### src/rtl/conv_sched_pkg.sv
// Shared types and constants for the 3x3 convolution MAC scheduler.
package conv_sched_pkg;

  localparam int unsigned DATA_W_DEF = 8;
  localparam int unsigned ACC_W_DEF  = 20;
  localparam int unsigned SHIFT_DEF  = 10;
  localparam int unsigned TAPS       = 9;

  typedef enum logic [1:0] {
    IDLE,
    MAC,
    NORM,
    OUT
  } state_t;

  // Gaussian-like kernel; taps sum to 1023 so SHIFT=10 keeps unity gain.
  localparam logic [7:0] DEFAULT_COEF [TAPS] = '{
    8'd97,  8'd121, 8'd97,
    8'd121, 8'd151, 8'd121,
    8'd97,  8'd121, 8'd97
  };

endpackage

### src/rtl/conv3x3_mac_sched.sv
// 3x3 convolution sequencer time-sharing one external multiplier over nine taps,
// with coefficient registers, accumulator and round/saturate output stage.
module conv3x3_mac_sched
  import conv_sched_pkg::*;
#(
  parameter int unsigned DATA_W = DATA_W_DEF,
  parameter int unsigned ACC_W  = ACC_W_DEF,
  parameter int unsigned SHIFT  = SHIFT_DEF
) (
  input  logic                   clk,
  input  logic                   reset,
  input  logic                   win_valid,
  output logic                   win_ready,
  input  logic [9*DATA_W-1:0]    win_data,
  input  logic                   coef_we,
  input  logic [3:0]             coef_addr,
  input  logic [DATA_W-1:0]      coef_wdata,
  output logic                   coef_err,
  output logic [DATA_W-1:0]      mul_a,
  output logic [DATA_W-1:0]      mul_b,
  input  logic [2*DATA_W-1:0]    mul_p,
  output logic                   out_valid,
  input  logic                   out_ready,
  output logic [DATA_W-1:0]      out_data,
  output logic                   busy
);

  localparam logic [3:0]   TAP_LAST = 4'(TAPS - 1);
  localparam logic [ACC_W:0] HALF   = (ACC_W + 1)'(1) << (SHIFT - 1);
  localparam logic [ACC_W:0] PIX_MAX = (ACC_W + 1)'((1 << DATA_W) - 1);

  state_t state, state_next;

  logic [DATA_W-1:0] coef [TAPS];
  logic [DATA_W-1:0] pix  [TAPS];
  logic [3:0]        tap;
  logic [3:0]        tap_next;
  logic [ACC_W-1:0]  acc;
  logic              coef_ok;
  logic [DATA_W-1:0] coef0_eff;
  logic [ACC_W:0]    rnd;
  logic [DATA_W-1:0] sat;

  assign coef_ok  = coef_we && (state == IDLE) && (coef_addr <= TAP_LAST);
  assign tap_next = tap + 4'd1;
  // A write landing on the accept edge must reach the first operand too.
  assign coef0_eff = (coef_ok && coef_addr == 4'd0) ? coef_wdata : coef[0];

  always_comb begin
    rnd = ({1'b0, acc} + HALF) >> SHIFT;
    sat = (rnd > PIX_MAX) ? {DATA_W{1'b1}} : rnd[DATA_W-1:0];
  end

  always_ff @(posedge clk) begin
    if (reset) state <= IDLE;
    else       state <= state_next;
  end

  always_comb begin
    state_next = state;
    unique case (state)
      IDLE: if (win_valid) state_next = MAC;
      MAC:  if (tap == TAP_LAST) state_next = NORM;
      NORM: state_next = OUT;
      OUT:  if (out_ready) state_next = IDLE;
      default: state_next = IDLE;
    endcase
  end

  always_comb begin
    win_ready = (state == IDLE);
    busy      = (state != IDLE);
    out_valid = (state == OUT);
  end

  always_ff @(posedge clk) begin
    if (reset) begin
      for (int unsigned i = 0; i < TAPS; i++) begin
        coef[i] <= DATA_W'(DEFAULT_COEF[i]);
        pix[i]  <= '0;
      end
      acc      <= '0;
      tap      <= '0;
      mul_a    <= '0;
      mul_b    <= '0;
      out_data <= '0;
      coef_err <= 1'b0;
    end else begin
      coef_err <= coef_we && !coef_ok;
      if (coef_ok) coef[coef_addr] <= coef_wdata;

      unique case (state)
        IDLE: begin
          if (win_valid) begin
            for (int unsigned i = 0; i < TAPS; i++)
              pix[i] <= win_data[i*DATA_W +: DATA_W];
            acc   <= '0;
            tap   <= '0;
            mul_a <= win_data[DATA_W-1:0];
            mul_b <= coef0_eff;
          end
        end
        MAC: begin
          acc <= acc + ACC_W'(mul_p);
          if (tap == TAP_LAST) begin
            tap   <= '0;
            mul_a <= '0;
            mul_b <= '0;
          end else begin
            tap   <= tap_next;
            mul_a <= pix[tap_next];
            mul_b <= coef[tap_next];
          end
        end
        NORM: out_data <= sat;
        default: ;
      endcase
    end
  end

endmodule

### config.mk
export PLATFORM = sky130hd
export DESIGN_NAME = conv3x3_mac_sched
export DESIGN_NICKNAME = d
export VERILOG_FILES = /design/src/rtl/conv_sched_pkg.sv /design/src/rtl/conv3x3_mac_sched.sv
export SDC_FILE = /design/constraint.sdc
export NUM_CORES = 1
export LEC_CHECK = 0
export ABC_AREA = 0
export CORE_MARGIN = 1.5
export CORE_UTILIZATION = 50
export CTS_CLUSTER_DIAMETER = 100
export DETAILED_ROUTE_END_ITERATION = 8
export PLACE_DENSITY = 0.74
export SLEW_MARGIN = 15
export SYNTH_ARGS = -nofsm -noshare
export SYNTH_HDL_FRONTEND = slang
export SYNTH_SLANG_ARGS = --single-unit
### constraint.sdc
create_clock -name clk -period 10.4 [get_ports clk]
set_input_delay 2.08 -clock clk [delete_from_list [all_inputs] [get_ports clk]]
set_output_delay 2.08 -clock clk [all_outputs]
set_load 0.01 [all_outputs]
---- Word-level counts from Yosys, hierarchy flattened ----
Memory sizes are Yosys's and may differ from the RTL's.
Cells that the tools add are included.
storage, ports and cells
  memory bits (writable) .................. 144
  logic and storage cells ................. 80
  output and inout port bits .............. 28
  memories kept ........................... 2
  input port bits ......................... 105
  register bits after elaboration ......... 51
memory list
  name  words  width  read ports  clocked after memory_dff  write ports  RTL line                 text
  coef  9      8      2           0                         9            conv3x3_mac_sched.sv:34  logic [DATA_W-1:0] coef [TAPS];
  pix   9      8      1           0                         9            conv3x3_mac_sched.sv:35  logic [DATA_W-1:0] pix [TAPS];
operators by class
  add/sub/neg operators ................... 3
  reduce and logical (&&, ||, !) cells .... 12
  equal/unequal tests ..................... 7
  mux-type cells .......................... 38
  order comparisons ....................... 2
  bitwise gates (word level) .............. 9
operators with widths
  cell                    count
  $mux 8                  16
  $pmux 20 s2             1
  $pmux 8 s2              2
  $add 20x10->21 const B  1
  $add 20x16->20          1
  $mux 20                 1
  $mux 4                  3
  $gt 11x8->1 const B     1
  $mux 1                  10
  $or 1x1->1              9
  $pmux 2 s4              1
  $pmux 4 s2              1
  $reduce_or 8->1         1
  $mux 2                  3
  $add 4x1->4 const B     1
  $eq 2x2->1 const B      2
  $eq 4x4->1 const B      1
  $le 4x4->1 const B      1
  $logic_and 1x1->1       4
  $logic_not 4->1         1
  $ne 2x2->1 const B      2
  $reduce_bool 2->1       2
  $reduce_and 3->1        1
  $eq 2x1->1 const B      1
  4 further kinds         4

---- Logic depth before layout (Yosys ltp) ----
Gate-level depths: netlist of run 1.
  word-level depth ........................ 8
  gate-level depth with buffers ........... 12
  gate-level depth less buffers ........... 8

---- Worst setup path after synthesis of run 1 ----
No wires, ideal clock.
  path type ............................... input-to-reg
  start point ............................. input reset
  end point ............................... memory pix[0][0] (netlist name) (enable)
  library setup time ...................... 0.442 ns
  stages on the path ...................... 3
  path slack .............................. 5.559 ns
  arrival ................................. 4.399 ns
  path through ............................ clkbuf_1 -> clkbuf_1 -> nand2b_1
RTL lines
  element          RTL line                 text
  start, declared  conv3x3_mac_sched.sv:11  input logic reset,
  end, declared    conv3x3_mac_sched.sv:35

---- Final worst setup path of run 1 ----
  start point ............................. input mul_p[0]
  end point ............................... register acc[12]
between the ends
  word-level cells in the longest chain between the ends .. 2
ends and longest elaborated chain
  element               RTL line                  text
  start, declared       conv3x3_mac_sched.sv:21   input logic [2*DATA_W-1:0] mul_p,
  $add 20x16->20        conv3x3_mac_sched.sv:104  acc <= acc + ACC_W'(mul_p);
  $pmux 20 s2           conv3x3_mac_sched.sv:92   unique case (state)
  end signal, assigned  conv3x3_mac_sched.sv:104
  end, declared         conv3x3_mac_sched.sv:38   logic [ACC_W-1:0] acc;
Every way passes these cells.
A chain may end at the register's enable or synchronous reset.

==> out/summary.txt, run 1 <==
CRITICAL PATH
--------------------------------------------------------------------------------------------------------
Crit Reg-Reg Startpoint ...................................................................       tap[0]
Maximum fanout encountered on the critical timing path ....................................            4
Critical path class .......................................................................    in -> reg
Worst path cell trace ..................................................................... clkdlybuf4s50_1, ha_1, fa_1, a21o_1, a221oi_1, o21ai_0, a211oi_1, xor2_1, o21ai_0
Crit. End Element .........................................................................     register
Slowest cell on the critical path .........................................................     a221oi_1
Critical path data required time ..........................................................     10.81 ns
Setup crit start kind .....................................................................   input port
Most common cell type on the critical path ................................................      o21ai_0
Arrival time reported for the critical path endpoint ......................................      4.71 ns
Highest cell delay on the worst timing path ...............................................      0.48 ns
CP Launch Point ...........................................................................     mul_p[0]

PLACE
--------------------------------------------------------------------------------------------------------
Post-detailed-placement half-perimeter wirelength .........................................      16.5 mm
Number of port buffers ....................................................................          132
Final weighted congestion in routability-driven placement .................................        0.876
Cell count after placement ................................................................         1301

CLOCK NETWORK
--------------------------------------------------------------------------------------------------------
Total of hold buffers inserted after clock tree synthesis .................................            0
TritonCTS clock tree ......................................................................        built
Post_cts resized ..........................................................................            0
TritonCTS buffer count ....................................................................           26
CTS Buffer Depth ..........................................................................            3
Post-CTS clock slew at the launch and capture registers of the worst setup and hold paths .      0.06 ns
Clock Sinks ...............................................................................          251
Setup Buffers After CTS ...................................................................            0
H-tree lvl count ..........................................................................            1
Clock network latency to the later pin of the worst-skew pair .............................      0.53 ns
CTS root buffer ...........................................................................    clkbuf_16

POWER
--------------------------------------------------------------------------------------------------------
Leak pwr ..................................................................................      5.09 nW
Largest voltage drop on the vdd net .......................................................     0.148 mV
Cell area power density ...................................................................  226 nW/um^2
Power Total ...............................................................................      3.27 mW

STA
--------------------------------------------------------------------------------------------------------
Final worst hold slack ....................................................................     0.459 ns
Max_slew headroom .........................................................................        0.323
RSZ-0062 raised after global routing ......................................................        false
Aggregate negative setup slack ............................................................         0 ns
Final count of pins violating max slew ....................................................            0
Minimum period implied by the final worst setup slack .....................................      4.30 ns
Highest clock rate ........................................................................    0.232 GHz
Layout Skew ...............................................................................   0.00732 ns
Total count of hold-check failures in the final report ....................................            0
Measured slew at the worst slew-check pin .................................................      1.02 ns
Tcrit/Tclk final ..........................................................................        0.414
Final count of negative-setup-slack endpoints .............................................            0

DETAILED ROUTING
--------------------------------------------------------------------------------------------------------
Via count .................................................................................         7323
Total Routed Length .......................................................................      25.3 mm
Number of iterations in the first detailed-routing pass ...................................            5
DR vias/cell ..............................................................................         5.42
Initial drt markers .......................................................................          548
Count of nets left with antenna violations after detail routing ...........................            0
DRC Markers ...............................................................................            0
Detailed-route wire length per cell ....................................................... 18.7 microns

YOSYS
--------------------------------------------------------------------------------------------------------
Number of flops mapped to enable cells by yosys ...........................................          200
Share of synthesized area occupied by flip-flops and latches ..............................        0.602
Count of cell types in the netlist ........................................................           55
Most used flip-flop cell after synthesis ..................................................     edfxtp_1
Synthesized area ..........................................................................  11700 sq um
Flops & latches, synth ....................................................................          251
Count of warnings emitted by yosys ........................................................            0
Post-synthesis area per instance ..........................................................   14.0 sq um
Proportion of synthesized flip-flops having asynchronous set or reset .....................            0
Gate Count Post-Synth .....................................................................          836

FLOORPLAN
--------------------------------------------------------------------------------------------------------
Core Box Area .............................................................................  22800 sq um
Starting utilization of the core area .....................................................        0.512
Standard-cell rows ........................................................................           55
Die Y-Extent ..............................................................................  156 microns
Die footprint .............................................................................  24300 sq um
Die width .................................................................................  156 microns
Number of primary I/O pins ................................................................          133

RUN
--------------------------------------------------------------------------------------------------------
Number of maximum-capacitance violations ..................................................            0

GLOBAL ROUTING
--------------------------------------------------------------------------------------------------------
Number of antenna violations at the first check in global routing .........................            0
Overall fraction of global-route tracks in use ............................................        0.214
Global-route wire length before repair ....................................................      40.0 mm
Via count of the first global-routing pass ................................................         7386
Final global-route overflow total .........................................................            0
Pin count of the biggest net entering global routing ......................................           73

FINISH
--------------------------------------------------------------------------------------------------------
Area growth, synth to finish ..............................................................        23.7%
Final net count ...........................................................................         1146
Number of antenna cells inserted ..........................................................            0
Proportion of layout cells with a drive suffix above 1 ....................................        0.124
Core Util, Final ..........................................................................        0.634
Final std cells w/o fill ..................................................................         1350

HOLD PATH
--------------------------------------------------------------------------------------------------------
Worst min-delay path category .............................................................   reg -> reg
Hold path startpoint ......................................................................       acc[5]

OUTCOME
--------------------------------------------------------------------------------------------------------
Status ....................................................................................    completed

==> cell families after synthesis <==
group / after synthesis / synth area share
XOR/XNOR: 18 / 0.0151
AO/OA/AOI/OAI: 103 / 0.0614
buffers and inverters: 55 / 0.0219
flip-flops: 251 / 0.602
adder cells (fa/ha/maj): 24 / 0.0264
other: 1 / 0.000321
multiplexers: 77 / 0.129
AND/OR/NAND/NOR: 307 / 0.144
==> layer usage <==
metal	up-vias	routed length, microns	track usage
met5	-	0	0
met4	0	541	0.0649
met3	34	1340	0.0306
met2	210	12400	0.357
met1	3584	11000	0.293
li1	3495	-	-
==> cell type report <==
cell class	count	area [sq um]
Fill cell	1708	8330
Clock inverter	17	245
Multi-Input combinational cell	585	4630
Clock buffer	31	701
Tap cell	313	392
Inverter	13	53.8
Sequential cell	251	7030
Timing Repair Buffer	140	1400
==> metrics by stage <==
stage	instance area [sq um]	setup slack (ns)
after floorplan	11900	5.56
after global placement	13500	5.64
after CTS	14400	6.12
final	14400	6.10
after global routing	14400	5.99
after detailed placement	13500	5.60
==> worst max-delay path: cells and delay by family <==
family                   cells  cell delay [ns]
AO/OA/AOI/OAI                5             1.42
XOR/XNOR                     1             0.18
adder cells (fa/ha/maj)      2             0.64
buffers and inverters        1             0.40
==> registers in the layout, indices dropped and copies added, names as in the netlist <==
name,flops
coef_err,1
pix,72
tap,4
coef,128
out_data,8
mul_a,8
mul_b,8
acc,20
state,2
==> cells in the mapped netlist (all sizes together) (3+ instances only) <==
master	count	area, sq um
and3	4	25.0
mux4	56	1290
a211oi	11	82.6
mux2i	14	140
nor2b	4	25.0
dfxtp	51	1020
or2	13	81.3
inv	13	53.8
and2	111	694
a22oi	7	52.6
nor2	66	248
nand2b	20	125
edfxtp	200	6010
clkbuf	31	116
o21ai	13	65.1
nand2	31	116
nand3b	3	22.5
a221oi	3	26.3
nor3	8	45.0
mux2	7	78.8
buf	11	85.1
or3	27	169
nand4	3	18.8
a222oi	15	150
a31oi	4	25.0
xor2	7	80.1
a21oi	30	150
nand3	10	50.1
ha	23	288
xnor2	11	96.3
a21o	6	45.0
==> power by group <==
group / total, mW / internal, mW / switching (mW)
Combinational: 0.877 / 0.428 / 0.449
Clock: 1.02 / 0.631 / 0.392
Sequential: 1.37 / 1.27 / 0.105
Total: 3.27 / 2.32 / 0.946
==> worst paths after layout <==
check | to | slack (ns) | cells past startpoint
worst max-delay path | acc[12] | 6.10 | 9
worst min-delay path | acc[5] | 0.46 | 2
worst max register to register | mul_b[6] | 6.38 | 7
worst min register to register | acc[5] | 0.46 | 2
==> cell usage in the layout (no fill, tap or decap), types with 27 or more instances in the layout <==
master	n
edfxtp_1	200
or3_1	27
conb_1	56
dfxtp_1	50
mux4_2	48
nor2_1	65
and2_1	111
clkdlybuf4s50_1	131
a21oi_1	30
clkbuf_16	27
nand2_1	31
No activity file was read; power rests on OpenSTA's default activity.
==> inputs of run 2 (changes only) <==
- clock period: 10.4 -> 4.4 ns (I/O delays scaled with it)
==> out/summary.txt, run 2 (synthesized netlist as in run 1, its figures left out) <==
CLOCK NETWORK
--------------------------------------------------------------------------------------------------------
H-tree lvl count ..........................................................................            1
Clock network latency to the later pin of the worst-skew pair .............................      0.53 ns
TritonCTS buffer count ....................................................................           27
CTS Buffer Depth ..........................................................................            3
Clock Sinks ...............................................................................          251
CTS root buffer ...........................................................................    clkbuf_16
Total of hold buffers inserted after clock tree synthesis .................................            0
Setup Buffers After CTS ...................................................................            0
Post_cts resized ..........................................................................            0
Post-CTS clock slew at the launch and capture registers of the worst setup and hold paths .      0.07 ns
TritonCTS clock tree ......................................................................        built

FINISH
--------------------------------------------------------------------------------------------------------
Flip-flop count of the largest register after layout ......................................          128
Number of antenna cells inserted ..........................................................            0
Area growth, synth to finish ..............................................................        22.6%
Area occupied by multi-input gates ........................................................   4630 sq um
Count of fill cells added during filler insertion .........................................         1737
Largest reg by FF count ...................................................................         coef
Combined flip-flop and latch cell area ....................................................   7030 sq um
Largest registers in the final layout ..................................................... coef (128), pix (72), acc (20)
Final std cells w/o fill ..................................................................         1353
Most common cell after layout, fill and taps aside ........................................     edfxtp_1
Proportion of layout cells with a drive suffix above 1 ....................................        0.124
Most frequent cells in the layout ......................................................... 200 x edfxtp_1, 131 x clkdlybuf4s50_1, 111 x and2_1
Final net count ...........................................................................         1152

POWER
--------------------------------------------------------------------------------------------------------
Fraction of power consumed by combinational cells .........................................        0.289
Leak pwr ..................................................................................      5.04 nW
Net switching power .......................................................................      2.22 mW
Cell area power density ...................................................................  518 nW/um^2
Portion of total power attributed to sequential cells .....................................        0.430
Power Internal ............................................................................      5.18 mW
Part of the power in the clock network ....................................................        0.280
Switching share of power ..................................................................        0.300
Largest voltage drop on the vdd net .......................................................     0.344 mV

CRITICAL PATH
--------------------------------------------------------------------------------------------------------
Critical path class .......................................................................   reg -> reg
Worst R2R Setup Slack .....................................................................      1.14 ns
Critical path data required time ..........................................................      4.80 ns
Count of cells along the worst register-to-register path ..................................            8
Arrival time reported for the critical path endpoint ......................................      3.65 ns
RR Endpoint ...............................................................................     mul_a[6]
Crit Reg-Reg Startpoint ...................................................................       tap[0]
Maximum fanout encountered on the critical timing path ....................................           34
Crit. End Element .........................................................................     register
Setup crit start kind .....................................................................     register

FLOORPLAN
--------------------------------------------------------------------------------------------------------
Die Y-Extent ..............................................................................  156 microns
Die width .................................................................................  156 microns
Starting utilization of the core area .....................................................        0.512
Core Box Area .............................................................................  22800 sq um
Standard-cell rows ........................................................................           55
Die footprint .............................................................................  24300 sq um
Number of primary I/O pins ................................................................          133

PLACE
--------------------------------------------------------------------------------------------------------
Post-detailed-placement half-perimeter wirelength .........................................      16.6 mm
Worst slack at placement ..................................................................     0.785 ns
Final weighted congestion in routability-driven placement .................................        0.841
Number of port buffers ....................................................................          132
Cell count after placement ................................................................         1307

HOLD PATH
--------------------------------------------------------------------------------------------------------
Hold Path Cell Cnt ........................................................................            2
Endpoint with the worst hold slack ........................................................       acc[8]
Hold path startpoint ......................................................................       acc[8]
Worst min-delay path category .............................................................   reg -> reg

GLOBAL ROUTING
--------------------------------------------------------------------------------------------------------
Number of antenna violations at the first check in global routing .........................            0
Via count of the first global-routing pass ................................................         7537
Global-route wire length before repair ....................................................      40.5 mm
Overall fraction of global-route tracks in use ............................................        0.215
Pin count of the biggest net entering global routing ......................................           73
Final global-route overflow total .........................................................            0

STA
--------------------------------------------------------------------------------------------------------
Measured slew at the worst slew-check pin .................................................     0.957 ns
Aggregate negative setup slack ............................................................         0 ns
Worst-case setup margin in the final layout ...............................................      1.14 ns
Max_slew headroom .........................................................................        0.362
Tcrit/Tclk final ..........................................................................        0.740
Highest clock rate ........................................................................    0.307 GHz
Final count of pins violating max slew ....................................................            0
RSZ-0062 raised after global routing ......................................................        false
Layout Skew ...............................................................................    0.0250 ns
Minimum period implied by the final worst setup slack .....................................      3.26 ns
Total count of hold-check failures in the final report ....................................            0
Final count of negative-setup-slack endpoints .............................................            0

DETAILED ROUTING
--------------------------------------------------------------------------------------------------------
DRC Markers ...............................................................................            0
Total Routed Length .......................................................................      25.6 mm
Count of nets left with antenna violations after detail routing ...........................            0
Initial drt markers .......................................................................          655
DR vias/cell ..............................................................................         5.46
Detailed-route wire length per cell ....................................................... 18.9 microns
Number of iterations in the first detailed-routing pass ...................................            8
Via count .................................................................................         7391

RUN
--------------------------------------------------------------------------------------------------------
Number of maximum-capacitance violations ..................................................            0

OUTCOME
--------------------------------------------------------------------------------------------------------
Status ....................................................................................    completed

-- run 2: changes by cell type in the layout (fill, tap and decap cells not counted), moves of 2 or more --
cell / previous run / this run
clkbuf_1: 3 / 6
clkinv_2: 4 / 7
bufinv_16: 6 / 1
clkinv_4: 2 / 0
buf_4: 7 / 13
-- run 2: worst max-delay path by stage --
stage                   from  cells after the start   endpoint  slack, ns
floorplan              reset                      3  pix[0][0]       0.76
global placement    mul_p[0]                      9    acc[12]       0.85
detailed placement  mul_p[0]                      9    acc[12]       0.78
CTS                   tap[0]                      8   mul_a[6]       1.10
global route          tap[0]                      8   mul_a[4]       0.91
finish                tap[0]                      8   mul_a[6]       1.14
-- run 2: cell type report --
type / count / area share
flip-flops and latches: 251 / 0.491
multi-input cells: 585 / 0.323
repair buffers: 145 / 0.0988
clock buffers: 33 / 0.0488
well taps: 313 / 0.0274
clock inverters: 13 / 0.00647
inverters: 13 / 0.00376
-- run 2: critical path, stage by stage (launching register included) --
cell      delay [ns]
dfxtp_4         0.60
inv_1           0.14
ha_2            0.95
buf_4           0.36
mux4_2          0.37
mux2i_1         0.19
a21oi_1         0.09
a222oi_1        0.34
nor2_1          0.07
-- run 2: routing by layer --
layer  vias up  routed length (microns)  GRT usage
met3        40                     1660     0.0328
met4         0                      632     0.0662
li1       3490                        -          -
met2       260                    12300      0.346
met1      3601                    10900      0.302
met5         -                        0          0
-- run 2: through the flow --
step	power, mW	instance area (sq um)	util	hold WS [ns]
global route	7.77	14300	0.628	0.509
global placement	5.32	13500	0.593	0.442
floorplan	4.63	11900	-	0.429
detailed placement	5.38	13500	0.593	0.450
finish	7.41	14300	0.628	0.462
CTS	7.46	14300	0.628	0.465
-- run 2: power groups by stage --
stage / Combinational, mW / Clock [mW] / Sequential, mW
CTS: 2.15 / 2.11 / 3.19
finish: 2.14 / 2.08 / 3.19
detailed placement: 2.14 / 0 / 3.24
floorplan: 1.43 / 0 / 3.19
global route: 2.34 / 2.20 / 3.23
global placement: 2.10 / 0 / 3.22
==> inputs of run 3 (changes only) <==
- clock period: 4.4 -> 3.2 ns (I/O delays scaled with it)
==> out/summary.txt, run 3 (synthesized netlist as in run 1, its figures left out) <==
OUTCOME
--------------------------------------------------------------------------------------------------------
Status ....................................................................................    completed

CLOCK NETWORK
--------------------------------------------------------------------------------------------------------
Post-CTS clock slew at the launch and capture registers of the worst setup and hold paths .      0.06 ns
Post_cts resized ..........................................................................            0
TritonCTS clock tree ......................................................................        built
H-tree lvl count ..........................................................................            1
Clock network latency to the later pin of the worst-skew pair .............................      0.53 ns
Total of hold buffers inserted after clock tree synthesis .................................            0
Clock Sinks ...............................................................................          251
CTS Buffer Depth ..........................................................................            3
CTS root buffer ...........................................................................    clkbuf_16
Setup Buffers After CTS ...................................................................            0
TritonCTS buffer count ....................................................................           28

CRITICAL PATH
--------------------------------------------------------------------------------------------------------
Critical path class .......................................................................   reg -> reg
Arrival time reported for the critical path endpoint ......................................      3.00 ns
Maximum fanout encountered on the critical timing path ....................................           16
Crit. End Element .........................................................................     register
Setup crit start kind .....................................................................     register
Critical path data required time ..........................................................      3.41 ns

FLOORPLAN
--------------------------------------------------------------------------------------------------------
Starting utilization of the core area .....................................................        0.512
Die width .................................................................................  156 microns
Die Y-Extent ..............................................................................  156 microns
Core Box Area .............................................................................  22800 sq um
Number of primary I/O pins ................................................................          133
Die footprint .............................................................................  24300 sq um
Standard-cell rows ........................................................................           55

DETAILED ROUTING
--------------------------------------------------------------------------------------------------------
Total Routed Length .......................................................................      25.7 mm
Detailed-route wire length per cell ....................................................... 18.7 microns
Initial drt markers .......................................................................          601
Number of iterations in the first detailed-routing pass ...................................            6
Count of nets left with antenna violations after detail routing ...........................            0
DR vias/cell ..............................................................................         5.50
DRC Markers ...............................................................................            0
Via count .................................................................................         7558

FINISH
--------------------------------------------------------------------------------------------------------
Final net count ...........................................................................         1168
Area growth, synth to finish ..............................................................        25.4%
Proportion of layout cells with a drive suffix above 1 ....................................        0.138
Number of antenna cells inserted ..........................................................            0
Largest reg by FF count ...................................................................         coef
Most frequent cells in the layout ......................................................... 200 x edfxtp_1, 131 x clkdlybuf4s50_1, 111 x and2_1
Count of fill cells added during filler insertion .........................................         1701
Flip-flop count of the largest register after layout ......................................          128
Largest registers in the final layout ..................................................... coef (128), pix (72), acc (20)
Most common cell after layout, fill and taps aside ........................................     edfxtp_1

POWER
--------------------------------------------------------------------------------------------------------
Power Internal ............................................................................      7.62 mW
Portion of total power attributed to sequential cells .....................................        0.404
Part of the power in the clock network ....................................................        0.310
Net switching power .......................................................................      3.09 mW
Switching share of power ..................................................................        0.289
Fraction of power consumed by combinational cells .........................................        0.286
Largest voltage drop on the vdd net .......................................................     0.445 mV
Leak pwr ..................................................................................      5.20 nW
Cell area power density ...................................................................  732 nW/um^2

STA
--------------------------------------------------------------------------------------------------------
Minimum period implied by the final worst setup slack .....................................      2.79 ns
Final count of negative-setup-slack endpoints .............................................            0
Aggregate negative setup slack ............................................................         0 ns
RSZ-0062 raised after global routing ......................................................        false
Total count of hold-check failures in the final report ....................................            0
Max_slew headroom .........................................................................        0.342
Final worst hold slack ....................................................................     0.465 ns
Measured slew at the worst slew-check pin .................................................     0.987 ns
Layout Skew ...............................................................................   0.00835 ns
Highest clock rate ........................................................................    0.359 GHz
Tcrit/Tclk final ..........................................................................        0.871
Final count of pins violating max slew ....................................................            0
Worst-case setup margin in the final layout ...............................................     0.414 ns

GLOBAL ROUTING
--------------------------------------------------------------------------------------------------------
Via count of the first global-routing pass ................................................         7499
Global-route wire length before repair ....................................................      40.5 mm
Overall fraction of global-route tracks in use ............................................        0.217
Number of antenna violations at the first check in global routing .........................            0
Final global-route overflow total .........................................................            0
Pin count of the biggest net entering global routing ......................................           73

PLACE
--------------------------------------------------------------------------------------------------------
Post-detailed-placement half-perimeter wirelength .........................................      16.9 mm
Worst slack at placement ..................................................................    0.0438 ns
Number of port buffers ....................................................................          132
Final weighted congestion in routability-driven placement .................................        0.851

HOLD PATH
--------------------------------------------------------------------------------------------------------
Worst min-delay path category .............................................................   reg -> reg

RUN
--------------------------------------------------------------------------------------------------------
Number of maximum-capacitance violations ..................................................            0

## run 3: area by class of cell
cell class	instances	area (sq um)	area share
clock inverter	16	206	0.0141
clock buffer	35	748	0.0511
sequential	251	7030	0.480
tap	313	392	0.0268
inverter	13	53.8	0.00368
timing repair buffer	160	1580	0.108
multi-input combinational	585	4630	0.316
## run 3: final timing paths
kind                               start         end  slack [ns]  cells past startpoint
worst max-delay path            state[0]  coef[1][1]        0.41                      7
worst min register to register    acc[5]      acc[5]        0.46                      2
worst min-delay path              acc[5]      acc[5]        0.46                      2
worst max register to register  state[0]  coef[1][1]        0.41                      7
## run 3: power groups by stage
stage | sequential, mW | clock [mW] | combinational (mW)
global route | 4.39 | 3.49 | 3.33
CTS | 4.34 | 3.35 | 3.07
floorplan | 4.38 | 0 | 1.97
detailed placement | 4.40 | 0 | 3.05
finish | 4.33 | 3.32 | 3.06
global placement | 4.38 | 0 | 3.02
## run 3: metrics by stage
| stage | area (sq um) | util | total power [mW] | std cells |
|---|---|---|---|---|
| after CTS | 14600 | 0.642 | 10.8 | 1373 |
| final | 14600 | 0.642 | 10.7 | 1373 |
| after global routing | 14600 | 0.642 | 11.2 | 1373 |
| after global placement | 13700 | 0.600 | 7.40 | 1322 |
| after detailed placement | 13700 | 0.600 | 7.45 | 1322 |
| after floorplan | 11900 | - | 6.35 | 891 |
## run 3: routing by layer
metal,vias up,GRT usage,part of all wire
met1,3695,0.300,0.42
met4,0,0.0680,0.019
met2,295,0.356,0.49
met5,-,0,0
li1,3528,-,-
met3,40,0.0336,0.075
## run 3: worst max-delay path, stage by stage, from the launching register on
cell and delay, ns:
dfxtp_1 0.34, inv_1 0.09, ha_1 0.39, nand2_1 0.21
nor3_1 0.46, nand2b_1 0.41, nor2_1 0.26, or2_2 0.30
